### config.mk
export PLATFORM = sky130hd
export DESIGN_NAME = frame_scheduler
export DESIGN_NICKNAME = d
export VERILOG_FILES = /design/src/rtl/frame_scheduler.sv
export SDC_FILE = /design/constraint.sdc
export NUM_CORES = 1
export LEC_CHECK = 0
export ABC_AREA = 1
export BUFFER_PORTS_ARGS = -buffer_cell sky130_fd_sc_hd__buf_2
export CORE_ASPECT_RATIO = 0.7
export CORE_MARGIN = 4
export CORE_UTILIZATION = 50
export DETAILED_ROUTE_END_ITERATION = 10
export HOLD_SLACK_MARGIN = 0.02
export PLACE_DENSITY_LB_ADDON = 0.15
export SYNTH_ARGS = -nofsm -noshare
export SYNTH_HDL_FRONTEND = slang
export SYNTH_SLANG_ARGS = --single-unit
### constraint.sdc
create_clock -name clk -period 14.8 [get_ports clk]
set_clock_uncertainty 0.05 [all_clocks]
set_input_delay 1.48 -clock clk [delete_from_list [all_inputs] [get_ports clk]]
set_output_delay 1.48 -clock clk [all_outputs]
set_load 0.005 [all_outputs]
### src/rtl/frame_scheduler.sv
// Frame scheduler: walks a raster of screen coordinates into a ray pipeline, buffers
// the in-order shades and streams them out with line/frame markers.
module frame_scheduler #(
  parameter int H_RES       = 320,
  parameter int V_RES       = 240,
  parameter int FP_WIDTH    = 32,
  parameter int COLOR_WIDTH = 8,
  parameter int FIFO_DEPTH  = 16,
  localparam int CNT_W      = $clog2(FIFO_DEPTH + 1)
) (
  input  logic                   clk,
  input  logic                   rst_gen,
  input  logic                   start,
  input  logic [FP_WIDTH-1:0]    x_start,
  input  logic [FP_WIDTH-1:0]    y_start,
  input  logic [FP_WIDTH-1:0]    x_step,
  input  logic [FP_WIDTH-1:0]    y_step,
  input  logic                   sdf_sel_in,
  output logic                   busy,
  output logic                   frame_done,
  output logic [FP_WIDTH-1:0]    pix_screen_x,
  output logic [FP_WIDTH-1:0]    pix_screen_y,
  output logic                   pix_valid,
  output logic                   pix_sdf_sel,
  input  logic [COLOR_WIDTH-1:0] res_shade,
  input  logic                   res_valid,
  output logic [COLOR_WIDTH-1:0] m_tdata,
  output logic                   m_tvalid,
  input  logic                   m_tready,
  output logic                   m_tlast,
  output logic                   m_tuser,
  output logic [1:0]             dbg_state,
  output logic [CNT_W-1:0]       dbg_credit
);

  // Handshakes: pix_valid is a one-cycle issue strobe with no ready; res_valid is
  // a one-cycle result strobe with no ready; m_t* is valid/ready, transfer when both high.
  localparam int XW = (H_RES > 1) ? $clog2(H_RES) : 1;
  localparam int YW = (V_RES > 1) ? $clog2(V_RES) : 1;
  localparam int AW = $clog2(FIFO_DEPTH);
  localparam logic [XW-1:0] XMAX = XW'(H_RES - 1);
  localparam logic [YW-1:0] YMAX = YW'(V_RES - 1);

  typedef enum logic [1:0] {IDLE = 2'd0, RUN = 2'd1, DRAIN = 2'd2} state_t;

  state_t                state_q, state_d;
  logic [FP_WIDTH-1:0]   xs_q, xs_d, xstep_q, xstep_d, ystep_q, ystep_d;
  logic [FP_WIDTH-1:0]   acc_x_q, acc_x_d, acc_y_q, acc_y_d;
  logic                  sel_q, sel_d;
  logic [XW-1:0]         ix_q, ix_d, ox_q, ox_d;
  logic [YW-1:0]         iy_q, iy_d, oy_q, oy_d;
  logic [CNT_W-1:0]      credit_q, credit_d;
  logic [AW:0]           wr_ptr_q, wr_ptr_d, rd_ptr_q, rd_ptr_d;
  logic [COLOR_WIDTH-1:0] mem [FIFO_DEPTH];

  logic issue, out_hs, last_issue, last_out, fifo_wr, fifo_full, fifo_empty;

  assign fifo_empty = (wr_ptr_q == rd_ptr_q);
  assign fifo_full  = (wr_ptr_q[AW] != rd_ptr_q[AW]) &&
                      (wr_ptr_q[AW-1:0] == rd_ptr_q[AW-1:0]);

  assign issue      = (state_q == RUN) && (credit_q < CNT_W'(FIFO_DEPTH));
  assign out_hs     = m_tvalid && m_tready;
  assign last_issue = issue && (ix_q == XMAX) && (iy_q == YMAX);
  assign last_out   = out_hs && (ox_q == XMAX) && (oy_q == YMAX);
  // A result with nothing in flight cannot belong to this frame; drop it.
  assign fifo_wr    = res_valid && (credit_q != '0) && !fifo_full;

  assign busy         = (state_q != IDLE);
  assign frame_done   = (state_q == DRAIN) && last_out;
  assign pix_valid    = issue;
  assign pix_screen_x = acc_x_q;
  assign pix_screen_y = acc_y_q;
  assign pix_sdf_sel  = sel_q;
  assign m_tvalid     = !fifo_empty;
  assign m_tdata      = m_tvalid ? mem[rd_ptr_q[AW-1:0]] : '0;
  assign m_tlast      = m_tvalid && (ox_q == XMAX);
  assign m_tuser      = m_tvalid && (ox_q == '0) && (oy_q == '0);
  assign dbg_state    = state_q;
  assign dbg_credit   = credit_q;

  always_comb begin
    state_d = state_q;
    case (state_q)
      IDLE:    if (start)      state_d = RUN;
      RUN:     if (last_issue) state_d = DRAIN;
      DRAIN:   if (last_out)   state_d = IDLE;
      default:                 state_d = IDLE;
    endcase
  end

  always_comb begin
    xs_d    = xs_q;
    xstep_d = xstep_q;
    ystep_d = ystep_q;
    sel_d   = sel_q;
    acc_x_d = acc_x_q;
    acc_y_d = acc_y_q;
    ix_d    = ix_q;
    iy_d    = iy_q;
    if ((state_q == IDLE) && start) begin
      xs_d    = x_start;
      xstep_d = x_step;
      ystep_d = y_step;
      sel_d   = sdf_sel_in;
      acc_x_d = x_start;
      acc_y_d = y_start;
      ix_d    = '0;
      iy_d    = '0;
    end else if (issue) begin
      if (ix_q == XMAX) begin
        ix_d    = '0;
        acc_x_d = xs_q;
        acc_y_d = acc_y_q + ystep_q;
        iy_d    = (iy_q == YMAX) ? '0 : iy_q + 1'b1;
      end else begin
        ix_d    = ix_q + 1'b1;
        acc_x_d = acc_x_q + xstep_q;
      end
    end
  end

  always_comb begin
    ox_d     = ox_q;
    oy_d     = oy_q;
    credit_d = credit_q;
    wr_ptr_d = wr_ptr_q;
    rd_ptr_d = rd_ptr_q;
    if (out_hs) begin
      rd_ptr_d = rd_ptr_q + 1'b1;
      if (ox_q == XMAX) begin
        ox_d = '0;
        oy_d = (oy_q == YMAX) ? '0 : oy_q + 1'b1;
      end else begin
        ox_d = ox_q + 1'b1;
      end
    end
    if (fifo_wr) wr_ptr_d = wr_ptr_q + 1'b1;
    case ({issue, out_hs})
      2'b10:   credit_d = credit_q + 1'b1;
      2'b01:   credit_d = credit_q - 1'b1;
      default: credit_d = credit_q;
    endcase
  end

  always_ff @(posedge clk or posedge rst_gen) begin
    if (rst_gen) begin
      state_q  <= IDLE;
      xs_q     <= '0;
      xstep_q  <= '0;
      ystep_q  <= '0;
      sel_q    <= 1'b0;
      acc_x_q  <= '0;
      acc_y_q  <= '0;
      ix_q     <= '0;
      iy_q     <= '0;
      ox_q     <= '0;
      oy_q     <= '0;
      credit_q <= '0;
      wr_ptr_q <= '0;
      rd_ptr_q <= '0;
    end else begin
      state_q  <= state_d;
      xs_q     <= xs_d;
      xstep_q  <= xstep_d;
      ystep_q  <= ystep_d;
      sel_q    <= sel_d;
      acc_x_q  <= acc_x_d;
      acc_y_q  <= acc_y_d;
      ix_q     <= ix_d;
      iy_q     <= iy_d;
      ox_q     <= ox_d;
      oy_q     <= oy_d;
      credit_q <= credit_d;
      wr_ptr_q <= wr_ptr_d;
      rd_ptr_q <= rd_ptr_d;
    end
  end

  // Storage needs no reset: pointers define which entries are live.
  always_ff @(posedge clk) begin
    if (fifo_wr) mem[wr_ptr_q[AW-1:0]] <= res_shade;
  end

endmodule

==> results of run 1 <==
## area by class of cell
cell class	count	area, µm²	share of cell area (%)
clock buffers	50	1005	4.708
clock inverters	15	142.6	0.6684
inverters	238	905.9	4.245
multi-input cells	1659	8330	39.04
flip-flops and latches	340	9150	42.88
well taps	488	610.6	2.861
repair buffers	235	1196	5.605
## synth_stat cells (all sizes together) (2+ instances only)
cell / instances
nand4: 20
nor2: 245
o32ai: 16
inv: 233
nand3b: 4
edfxtp: 128
clkbuf: 19
clkinv: 5
a211oi: 4
a31oi: 14
a21oi: 138
nor3: 27
nor3b: 2
mux2i: 14
a22o: 2
buf: 55
o21bai: 5
fa: 3
nand3: 124
xnor2: 15
ha: 77
xor2: 27
o31ai: 4
o22ai: 4
nor4: 5
o211ai: 10
nand2: 724
dfrtp: 212
o21ai: 145
o221ai: 13
o21a: 7
or2: 2
a21o: 3
## cell families (layout without fill, tap and decap cells)
logic type                 count (synthesis)  in the layout  share of synthesized area [%]
adders and majority gates                 80             80                          5.453
DFF                                      340            340                          48.74
AOI/OAI and AO/OA                        368            368                          11.10
muxes                                     14             14                         0.7465
buffers and inverters                    312            538                          6.919
and+or+nand+nor                         1155           1155                          25.08
xor gates and xnor gates                  42             42                          1.960
## state kept, by name, indices dropped and copies added (netlist names)
name,cells
iy_q,8
pix_screen_x,32
pix_screen_y,32
xs_q,32
pix_sdf_sel,1
wr_ptr_q,5
rd_ptr_q,5
dbg_credit,5
xstep_q,32
ox_q,9
ystep_q,32
oy_q,8
mem,128
ix_q,9
dbg_state,2
## worst min-delay path: cells and delay by family, from the launching register on
family / cells / cell delay [ns]
DFF: 1 / 0.34
and+or+nand+nor: 2 / 0.11
## stage by stage
step                area, µm²  instances  total power, µW
global placement        20190       2960             3622
global route            21340       3025             4970
CTS                     21340       3025             4583
detailed placement      20190       2960             3668
finish                  21340       3025             4588
floorplan               18770       2311             2989
## per-layer routing
metal / vias up / part of all wire [%] / routed length (µm) / track usage (%)
li1: 8015 / - / - / -
met3: 62 / 6.7 / 3499 / 3.855
met1: 7771 / 49 / 25670 / 39.75
met4: 0 / 1.8 / 913 / 5.549
met5: - / 0 / 0 / 0
met2: 519 / 42 / 21790 / 36.14
## report_power, final
| group | switching, µW | internal [µW] | leakage (µW) | total (µW) |
|---|---|---|---|---|
| registers | 216 | 1240 | 0.00374 | 1460 |
| clock network | 384 | 514 | 0.000567 | 898 |
| logic | 1430 | 801 | 0.00623 | 2230 |
## path summary, 6_finish.rpt
path,startpoint,to,slack [ns],depth (start not counted)
worst max-delay path,rd_ptr_q[0]$_DFFE_PP0P_,m_tdata[2],9.80,8
worst min-delay path,pix_sdf_sel$_DFFE_PP0P_,pix_sdf_sel$_DFFE_PP0P_,0.43,2
min in group asynchronous,rst_gen,ystep_q[0]$_DFFE_PP0P_,1.12,2
worst max register to register,ix_q[0]$_DFFE_PP0P_,iy_q[5]$_DFFE_PP0P_,11.13,11
max in group asynchronous,rst_gen,rd_ptr_q[0]$_DFFE_PP0P_,12.00,3
worst min register to register,pix_sdf_sel$_DFFE_PP0P_,pix_sdf_sel$_DFFE_PP0P_,0.43,2
==> impl_summary.log, run 1 <==
[metrics] status: finished, final reports clean
[metrics] final hold vios: 0
[metrics] Mapped Cells: roughly 2300
[metrics] worst path setup slack after routing: 9.804 ns
[metrics] number of diodes: 0
[metrics] first-pass GRT wire length: 81.86 mm
[metrics] sort of element at the end of the critical path: primary output
[metrics] worst ir drop on vdd: 0.09587 mV
[metrics] CTS Sinks: 340
[metrics] Final HPWL DP: 37.76 mm
[metrics] fmax: 200.1 MHz
[metrics] overall die height: 170.1 µm
[metrics] Worst slew margin: roughly a fifth
[metrics] fraction of synthesized cell area taken by the top area cell type: 28.26%
[metrics] crit path max-delay cell type: sky130_fd_sc_hd__clkinv_1
[metrics] crit-path leading delay family: buffers and inverters
[metrics] flop and latch count out of synthesis: 340
[metrics] fraction of registers with async set/reset: 62.35%
[metrics] data required time at the worst endpoint: ~13 ns
[metrics] sequential cell area fraction in the yosys report: 48.74%
[metrics] MaxCap Viol Count: 0
[metrics] Ports: between 200 and 250
[metrics] power density relative to cell area: 215.0 nW/µm²
[metrics] delay of the slowest critical-path stage: 0.73 ns
[metrics] floorplan die area: between 40000 and 50000 µm²
[metrics] Static Leakage: 0.01054 µW
[metrics] max-slew violation count: 0
[metrics] most common library cell in the layout ignoring fill and taps: sky130_fd_sc_hd__nand2_1
[metrics] average wire per standard cell: 17.15 µm
[metrics] count of flip-flops with a built-in enable after synthesis: 128
[metrics] Unique masters post-synth: 54
[metrics] maximum fanout along the worst path: between 60 and 70
[metrics] clock root buffer: sky130_fd_sc_hd__clkbuf_16
[metrics] number of buffers inserted for hold repair after clock tree synthesis: 0
[metrics] final estimated routing congestion in global placement: 0.9691
[metrics] grt ovf: 0
[metrics] worst min-delay path category: flop to flop
[metrics] number of endpoints failing setup at the final stage: 0
[metrics] number of buffers inserted to repair setup after CTS: 0
[metrics] maximum number of pins on one net before global-route repair: 142
[metrics] tightest hold margin: 0.4252 ns
[metrics] Period Utilization, post-route: 33.76%
[metrics] initial core utilization: 50.55%
[metrics] Util after Layout: between 50% and 60%
[metrics] net total in the final layout: 2732
[metrics] post-place setup slack: ~10 ns
[metrics] CTS tree: yes
[metrics] proportion of layout cells with a drive suffix above 1: 12.57%
[metrics] die boundary width: 239.6 µm
[metrics] routed via count: 16370
[metrics] category of the worst setup path launch point: flop
[metrics] list of cells traversed by the critical path: buf_4 -> clkinv_1 -> buf_4 -> o21ai_0 -> o211ai_1 -> o211ai_1 -> a31oi_1 -> buf_2
[metrics] Resized Gates After CTS: 0
[metrics] count of H-tree levels built during CTS: 2
[metrics] area of the mapped netlist: 18770 µm²
[metrics] via count of the first global-routing pass: about 15000
[metrics] highest-count cells in the layout ignoring fill and taps: sky130_fd_sc_hd__nand2_1, sky130_fd_sc_hd__nor2_1, sky130_fd_sc_hd__buf_2, sky130_fd_sc_hd__inv_1, sky130_fd_sc_hd__dfrtp_1
[metrics] relative area change from synthesis to final layout: 13.69%
[metrics] remaining routing DRC violations: 0
[metrics] Max Root-Sink Buffers: 3
[metrics] Core Area: 37130 µm²
[metrics] number of fill cells: 3370
[metrics] all-layer global routing usage: 25.02%
[metrics] Setup TNS: 0 ns
[metrics] ratio of routed vias to standard cells: 5.411
[metrics] Port Buffers: roughly 230
[metrics] Rows: between 50 and 60
[metrics] wirelength, routed: slightly above 50 mm
[metrics] count of buffer and inverter cells on the critical path: 4
[metrics] remaining number of nets flagged by the antenna check after routing: 0
[metrics] Synth Flop Type: sky130_fd_sc_hd__dfrtp_1
[metrics] RSZ-0062 raised after global routing: no
[metrics] Yosys top cell by area: sky130_fd_sc_hd__dfrtp_1
[metrics] detailed-router iteration count before antenna repair: 5
[metrics] Syn Area/Cell: ~8.1 µm²
[metrics] Critical Path AT: roughly 3.5 ns
[metrics] syn_nets: 2533
[metrics] insertion delay of the later-clocked pin in the worst-skew pair: around 0.54 ns
[metrics] Inserted Clock Buffers: 36
[metrics] Synth area leaders: sky130_fd_sc_hd__dfrtp_1, sky130_fd_sc_hd__edfxtp_1, sky130_fd_sc_hd__nand2_1
[metrics] antenna violations before repair: 1
[metrics] fin crit period: between 4 and 5 ns
[metrics] Least-Margin Pin Slew: 1.178 ns
[metrics] drt first-iter violations: 1264
[metrics] Setup Crit Path Kind: flop to primary output
[metrics] Yosys Warn Count: 0
[metrics] Reg clk slew, reported paths: 0.06 ns
Power figures use the tool's default switching activity.
==> run 2: changes to the inputs <==
==> constraint.sdc (replaced) <==
create_clock -name clk -period 5.1 [get_ports clk]
set_clock_uncertainty 0.05 [all_clocks]
set_input_delay 0.51 -clock clk [delete_from_list [all_inputs] [get_ports clk]]
set_output_delay 0.51 -clock clk [all_outputs]
set_load 0.005 [all_outputs]
==> impl_summary.log, run 2 (synthesis gave the netlist of run 1 again) <==
[metrics] proportion of layout cells with a drive suffix above 1: about 12%
[metrics] max FFs per register: 128
[metrics] Static Leakage: 0.01053 µW
[metrics] maximum fanout along the worst path: 40
[metrics] number of buffers inserted to repair setup after CTS: 0
[metrics] first-pass GRT wire length: 83.06 mm
[metrics] drt first-iter violations: around 1500
[metrics] Max Root-Sink Buffers: 3
[metrics] overall die height: 170.1 µm
[metrics] power density relative to cell area: 625.1 nW/µm²
[metrics] share of power burned in the clock network: approximately a fifth
[metrics] routed via count: between 15000 and 20000
[metrics] final hold vios: 0
[metrics] CTS tree: yes
[metrics] ratio of routed vias to standard cells: approximately 5.4
[metrics] Least-Margin Pin Slew: 0.9012 ns
[metrics] floorplan die area: 40750 µm²
[metrics] crit path max-delay cell type: sky130_fd_sc_hd__dfrtp_2
[metrics] max-slew violation count: 0
[metrics] RSZ-0062 raised after global routing: no
[metrics] remaining number of nets flagged by the antenna check after routing: 0
[metrics] Inserted Clock Buffers: 35
[metrics] cell internal pwr: 7416 µW
[metrics] Worst slew margin: about two fifths
[metrics] sequential power share: between 30% and 40%
[metrics] Final HPWL DP: 38.60 mm
[metrics] die boundary width: 239.6 µm
[metrics] delay of the slowest critical-path stage: 0.72 ns
[metrics] clock root buffer: sky130_fd_sc_hd__clkbuf_16
[metrics] worst min-delay path category: primary input to async pin
[metrics] Reg clk slew, reported paths: 0.06 ns
[metrics] antenna violations before repair: 0
[metrics] number of diodes: 0
[metrics] number of placed instances, taps included: slightly below 3000
[metrics] Rows: between 50 and 60
[metrics] via count of the first global-routing pass: 15190
[metrics] portion of total power attributed to combinational logic: 48.7%
[metrics] Ports: 228
[metrics] tightest hold margin: around 0.042 ns
[metrics] sort of element at the end of the critical path: primary output
[metrics] post-place setup slack: 1.934 ns
[metrics] list of cells traversed by the critical path: buf_4 -> nor2_1 -> o32ai_1 -> nand2_1 -> a31oi_1 -> buf_2
[metrics] insertion delay of the later-clocked pin in the worst-skew pair: 0.53 ns
[metrics] detailed-router iteration count before antenna repair: 5
[metrics] count of buffer and inverter cells on the critical path: 2
[metrics] Port Buffers: 227
[metrics] data required time at the worst endpoint: 4.54 ns
[metrics] grt ovf: 0
[metrics] Period Utilization, post-route: 72.16%
[metrics] post-route insts no fill: 3023
[metrics] worst path setup slack after routing: 1.420 ns
[metrics] wirelength, routed: 52.73 mm
[metrics] Setup Crit Path Kind: flop to primary output
[metrics] status: finished, final reports clean
[metrics] Core Area: 37130 µm²
[metrics] fin crit period: 3.680 ns
[metrics] CTS Sinks: 340
[metrics] net total in the final layout: 2734
[metrics] crit-path leading delay family: compound AO/OA/AOI/OAI gates
[metrics] initial core utilization: between 50% and 60%
[metrics] number of endpoints failing setup at the final stage: 0
[metrics] Critical Path AT: 3.12 ns
[metrics] Resized Gates After CTS: 0
[metrics] worst ir drop on vdd: 0.2735 mV
[metrics] switch share: 44.43%
[metrics] switching pwr: a little under 6000 µW
[metrics] MaxCap Viol Count: 0
[metrics] Setup TNS: 0 ns
[metrics] number of fill cells: 3419
[metrics] category of the worst setup path launch point: flop
[metrics] area post-placement: between 20000 and 25000 µm²
[metrics] remaining routing DRC violations: 0
[metrics] all-layer global routing usage: between 20 and 30%
[metrics] Non-Filler Cell Area, Final: 21350 µm²
[metrics] final estimated routing congestion in global placement: 0.9356
[metrics] fmax: 271.7 MHz
[metrics] maximum number of pins on one net before global-route repair: 113
[metrics] highest-count cells in the layout ignoring fill and taps: sky130_fd_sc_hd__nand2_1, sky130_fd_sc_hd__nor2_1, sky130_fd_sc_hd__buf_2, sky130_fd_sc_hd__inv_1, sky130_fd_sc_hd__dfrtp_1
[metrics] count of H-tree levels built during CTS: 2
[metrics] relative area change from synthesis to final layout: 13.74%
[metrics] number of buffers inserted for hold repair after clock tree synthesis: 0
[metrics] average wire per standard cell: 17.44 µm
[metrics] most common library cell in the layout ignoring fill and taps: sky130_fd_sc_hd__nand2_1
run 2: worst paths after layout:
path                                               start                      endpoint  slack, ns  cells after the start
worst max-delay path             rd_ptr_q[0]$_DFFE_PP0P_                    m_tdata[7]       1.42                      6
worst max register to register  dbg_state[0]$_DFFE_PP0P_   pix_screen_x[2]$_DFFE_PP0P_       1.94                      8
worst min register to register   pix_sdf_sel$_DFFE_PP0P_       pix_sdf_sel$_DFFE_PP0P_       0.42                      2
max in group asynchronous                        rst_gen  pix_screen_y[15]$_DFFE_PP0P_       3.93                      4
min in group clk                              x_step[27]       xstep_q[27]$_DFFE_PP0P_       0.12                      3
worst min-delay path                             rst_gen          xs_q[22]$_DFFE_PP0P_       0.04                      3
run 2: worst register-to-register path: cells and delay by family (launching register included):
family	cells	cell delay (ns)
DFF	1	0.44
and+or+nand+nor	5	1.07
AOI/OAI and AO/OA	1	0.15
buffers and inverters	2	1.38
run 2: per-layer routing:
metal  track usage, %  share of wire [%]  vias up
met5                0                  0        -
met4            6.028                2.3        0
met3            4.212                7.3       80
met2            36.45                 42      573
met1            40.26                 49     7692
li1                 -                  -     8013
run 2: area by class of cell:
cell class                 instances  area, µm²  share of cell area (%)
clock inverter                    11      142.6                  0.6681
timing repair buffer             238       1244                   5.825
tap                              488      610.6                   2.860
inverter                         238      902.1                   4.226
multi-input combinational       1659       8330                   39.02
sequential                       340       9150                   42.86
clock buffer                      49      969.7                   4.542
run 2: power by group through the flow:
stage / clock (µW) / combinational, µW / sequential (µW)
2_1_floorplan: 0 / 4600 / 4080
3_3_place_gp: 0 / 6290 / 4290
3_5_place_dp: 0 / 6420 / 4310
4_1_cts: 2610 / 6450 / 4270
5_1_grt: 2730 / 7370 / 4360
6_report: 2560 / 6500 / 4280
run 2: through the flow:
step                util [%]  total power [µW]
finish                 57.50             13350
global route           57.50             14450
detailed placement     54.50             10730
floorplan                  -              8676
global placement       54.50             10580
CTS                    57.50             13340
==> run 3: changes to the inputs <==
==> constraint.sdc (replaced) <==
create_clock -name clk -period 3.5 [get_ports clk]
set_clock_uncertainty 0.05 [all_clocks]
set_input_delay 0.35 -clock clk [delete_from_list [all_inputs] [get_ports clk]]
set_output_delay 0.35 -clock clk [all_outputs]
set_load 0.005 [all_outputs]
==> impl_summary.log, run 3 (synthesis gave the netlist of run 1 again) <==
[metrics] detailed route wirelength on metal3: 4.007 mm
[metrics] overall power of the completed layout: just under 20000 µW
[metrics] floorplan die area: between 40000 and 50000 µm²
[metrics] Setup TNS: 0 ns
[metrics] Setup Crit Path Kind: flop to primary output
[metrics] insertion delay of the later-clocked pin in the worst-skew pair: 0.55 ns
[metrics] worst min-delay path category: primary input to flop
[metrics] sort of element at the end of the critical path: primary output
[metrics] highest routed metal layer: met4
[metrics] power density relative to cell area: 873.8 nW/µm²
[metrics] startpoint of the most critical hold path: x_start[24]
[metrics] worst ir drop on vdd: 0.5130 mV
[metrics] post-place setup slack: 0.5938 ns
[metrics] routed via count: 16670
[metrics] final estimated routing congestion in global placement: 0.8988
[metrics] footprint of the flip-flops and latches: 9150 µm²
[metrics] Least-Margin Pin Slew: 0.9135 ns
[metrics] Inserted Clock Buffers: 35
[metrics] clock root buffer: sky130_fd_sc_hd__clkbuf_16
[metrics] ratio of routed vias to standard cells: about 5.3
[metrics] Ports: 228
[metrics] Worst slew margin: roughly 39%
[metrics] Reg clk slew, reported paths: roughly 0.070 ns
[metrics] most common library cell in the layout ignoring fill and taps: sky130_fd_sc_hd__nand2_1
[metrics] Static Leakage: 0.01097 µW
[metrics] CTS Sinks: 340
[metrics] RSZ-0062 raised after global routing: no
[metrics] Final HPWL DP: 38.85 mm
[metrics] antenna violations before repair: 0
[metrics] overall die height: 170.1 µm
[metrics] via count of the first global-routing pass: 15720
[metrics] Rows: between 50 and 60
[metrics] relative area change from synthesis to final layout: 19.18%
[metrics] Period Utilization, post-route: 93.01%
[metrics] count of H-tree levels built during CTS: 2
[metrics] final hold vios: 0
[metrics] category of the worst setup path launch point: flop
[metrics] status: finished, final reports clean
[metrics] number of endpoints failing setup at the final stage: 0
[metrics] fmax: 307.2 MHz
[metrics] multi-input combinational cell area: 8330 µm²
[metrics] initial core utilization: approximately 51%
[metrics] data required time at the worst endpoint: 3.10 ns
[metrics] Core Area: 37130 µm²
[metrics] max FFs per register: 128
[metrics] first-pass GRT wire length: 84.53 mm
[metrics] remaining routing DRC violations: 0
[metrics] wirelength, routed: 53.73 mm
[metrics] tightest hold margin: about 0.043 ns
[metrics] met1 layer wirelength in the final routing: 26.00 mm
[metrics] detailed-router iteration count before antenna repair: 5
[metrics] number of fill cells: 3327
[metrics] grt ovf: 0
[metrics] die boundary width: 239.6 µm
[metrics] fin crit period: 3.255 ns
[metrics] Critical Path AT: 2.86 ns
[metrics] highest-count cells in the layout ignoring fill and taps: sky130_fd_sc_hd__nand2_1, sky130_fd_sc_hd__nor2_1, sky130_fd_sc_hd__buf_2, sky130_fd_sc_hd__inv_1, sky130_fd_sc_hd__dfrtp_1
[metrics] proportion of layout cells with a drive suffix above 1: 12.60%
[metrics] worst path setup slack after routing: 0.2445 ns
[metrics] CP startpoint: rd_ptr_q[0]$_DFFE_PP0P_
[metrics] max-slew violation count: 0
[metrics] R2R Path Start: rd_ptr_q[0]$_DFFE_PP0P_
[metrics] MaxCap Viol Count: 0
[metrics] average wire per standard cell: 17.16 µm
[metrics] Port Buffers: roughly 230
[metrics] detailed-routed wire length on met2: around 23 mm
[metrics] Max Root-Sink Buffers: 3
[metrics] all-layer global routing usage: 25.86%
[metrics] remaining number of nets flagged by the antenna check after routing: 0
[metrics] maximum fanout along the worst path: 18
[metrics] drt first-iter violations: 1505
[metrics] net total in the final layout: approximately 2800
[metrics] CTS tree: yes
[metrics] Resized Gates After CTS: 0
[metrics] maximum number of pins on one net before global-route repair: 68
[metrics] number of diodes: 0
-- run 3: final cells by class --
type | instances | share of cell area [%]
sequential | 340 | 40.90
multi-input combinational | 1659 | 37.24
timing repair buffer | 341 | 10.11
clock buffer | 48 | 4.267
inverter | 238 | 4.032
tap | 488 | 2.729
clock inverter | 16 | 0.7215
-- run 3: worst paths after layout --
path	endpoint	slack (ns)	cells past startpoint
max in group asynchronous	ystep_q[15]$_DFFE_PP0P_	2.18	4
setup reg to reg	dbg_credit[4]$_DFFE_PP0P_	0.57	12
hold reg to reg	xs_q[5]$_DFFE_PP0P_	0.42	2
hold / removal	xs_q[24]$_DFFE_PP0P_	0.04	3
setup / recovery	m_tdata[1]	0.24	8
min in group asynchronous	xs_q[22]$_DFFE_PP0P_	0.42	3
-- run 3: critical path: stages, from the launching register on --
cell,delay (ns)
sky130_fd_sc_hd__dfrtp_2,0.54
sky130_fd_sc_hd__buf_4,0.25
sky130_fd_sc_hd__clkinv_1,0.07
sky130_fd_sc_hd__buf_4,0.22
sky130_fd_sc_hd__nor2_1,0.07
sky130_fd_sc_hd__o32ai_1,0.57
sky130_fd_sc_hd__nand2_1,0.21
sky130_fd_sc_hd__a31oi_1,0.21
sky130_fd_sc_hd__buf_2,0.15
-- run 3: metrics by stage --
step           instance area (µm²)  util [%]  instances
2_1_floorplan                18770         -       2311
3_3_place_gp                 20370     54.87       2978
3_5_place_dp                 20370     54.87       2978
4_1_cts                      22370     60.25       3130
5_1_grt                      22370     60.25       3130
6_report                     22370     60.25       3130
-- run 3: repair_timing --
action,4_1_cts,5_1_grt
endpoints found under the setup margin,0,0
setup buffers,0,0
hold buffers,88,0
endpoints found under the hold margin,120,0
-- run 3: routing by layer --
metal  GRT usage [%]  vias to the layer above
li1                -                     8227
met1           39.65                     7857
met2           38.06                      541
met3           5.832                       49
met4           4.842                        0
met5               0                        -
-- run 3: where the power goes --
part	switching, µW	internal (µW)
logic	6190	3510
registers	915	5250
clock network	1660	2030
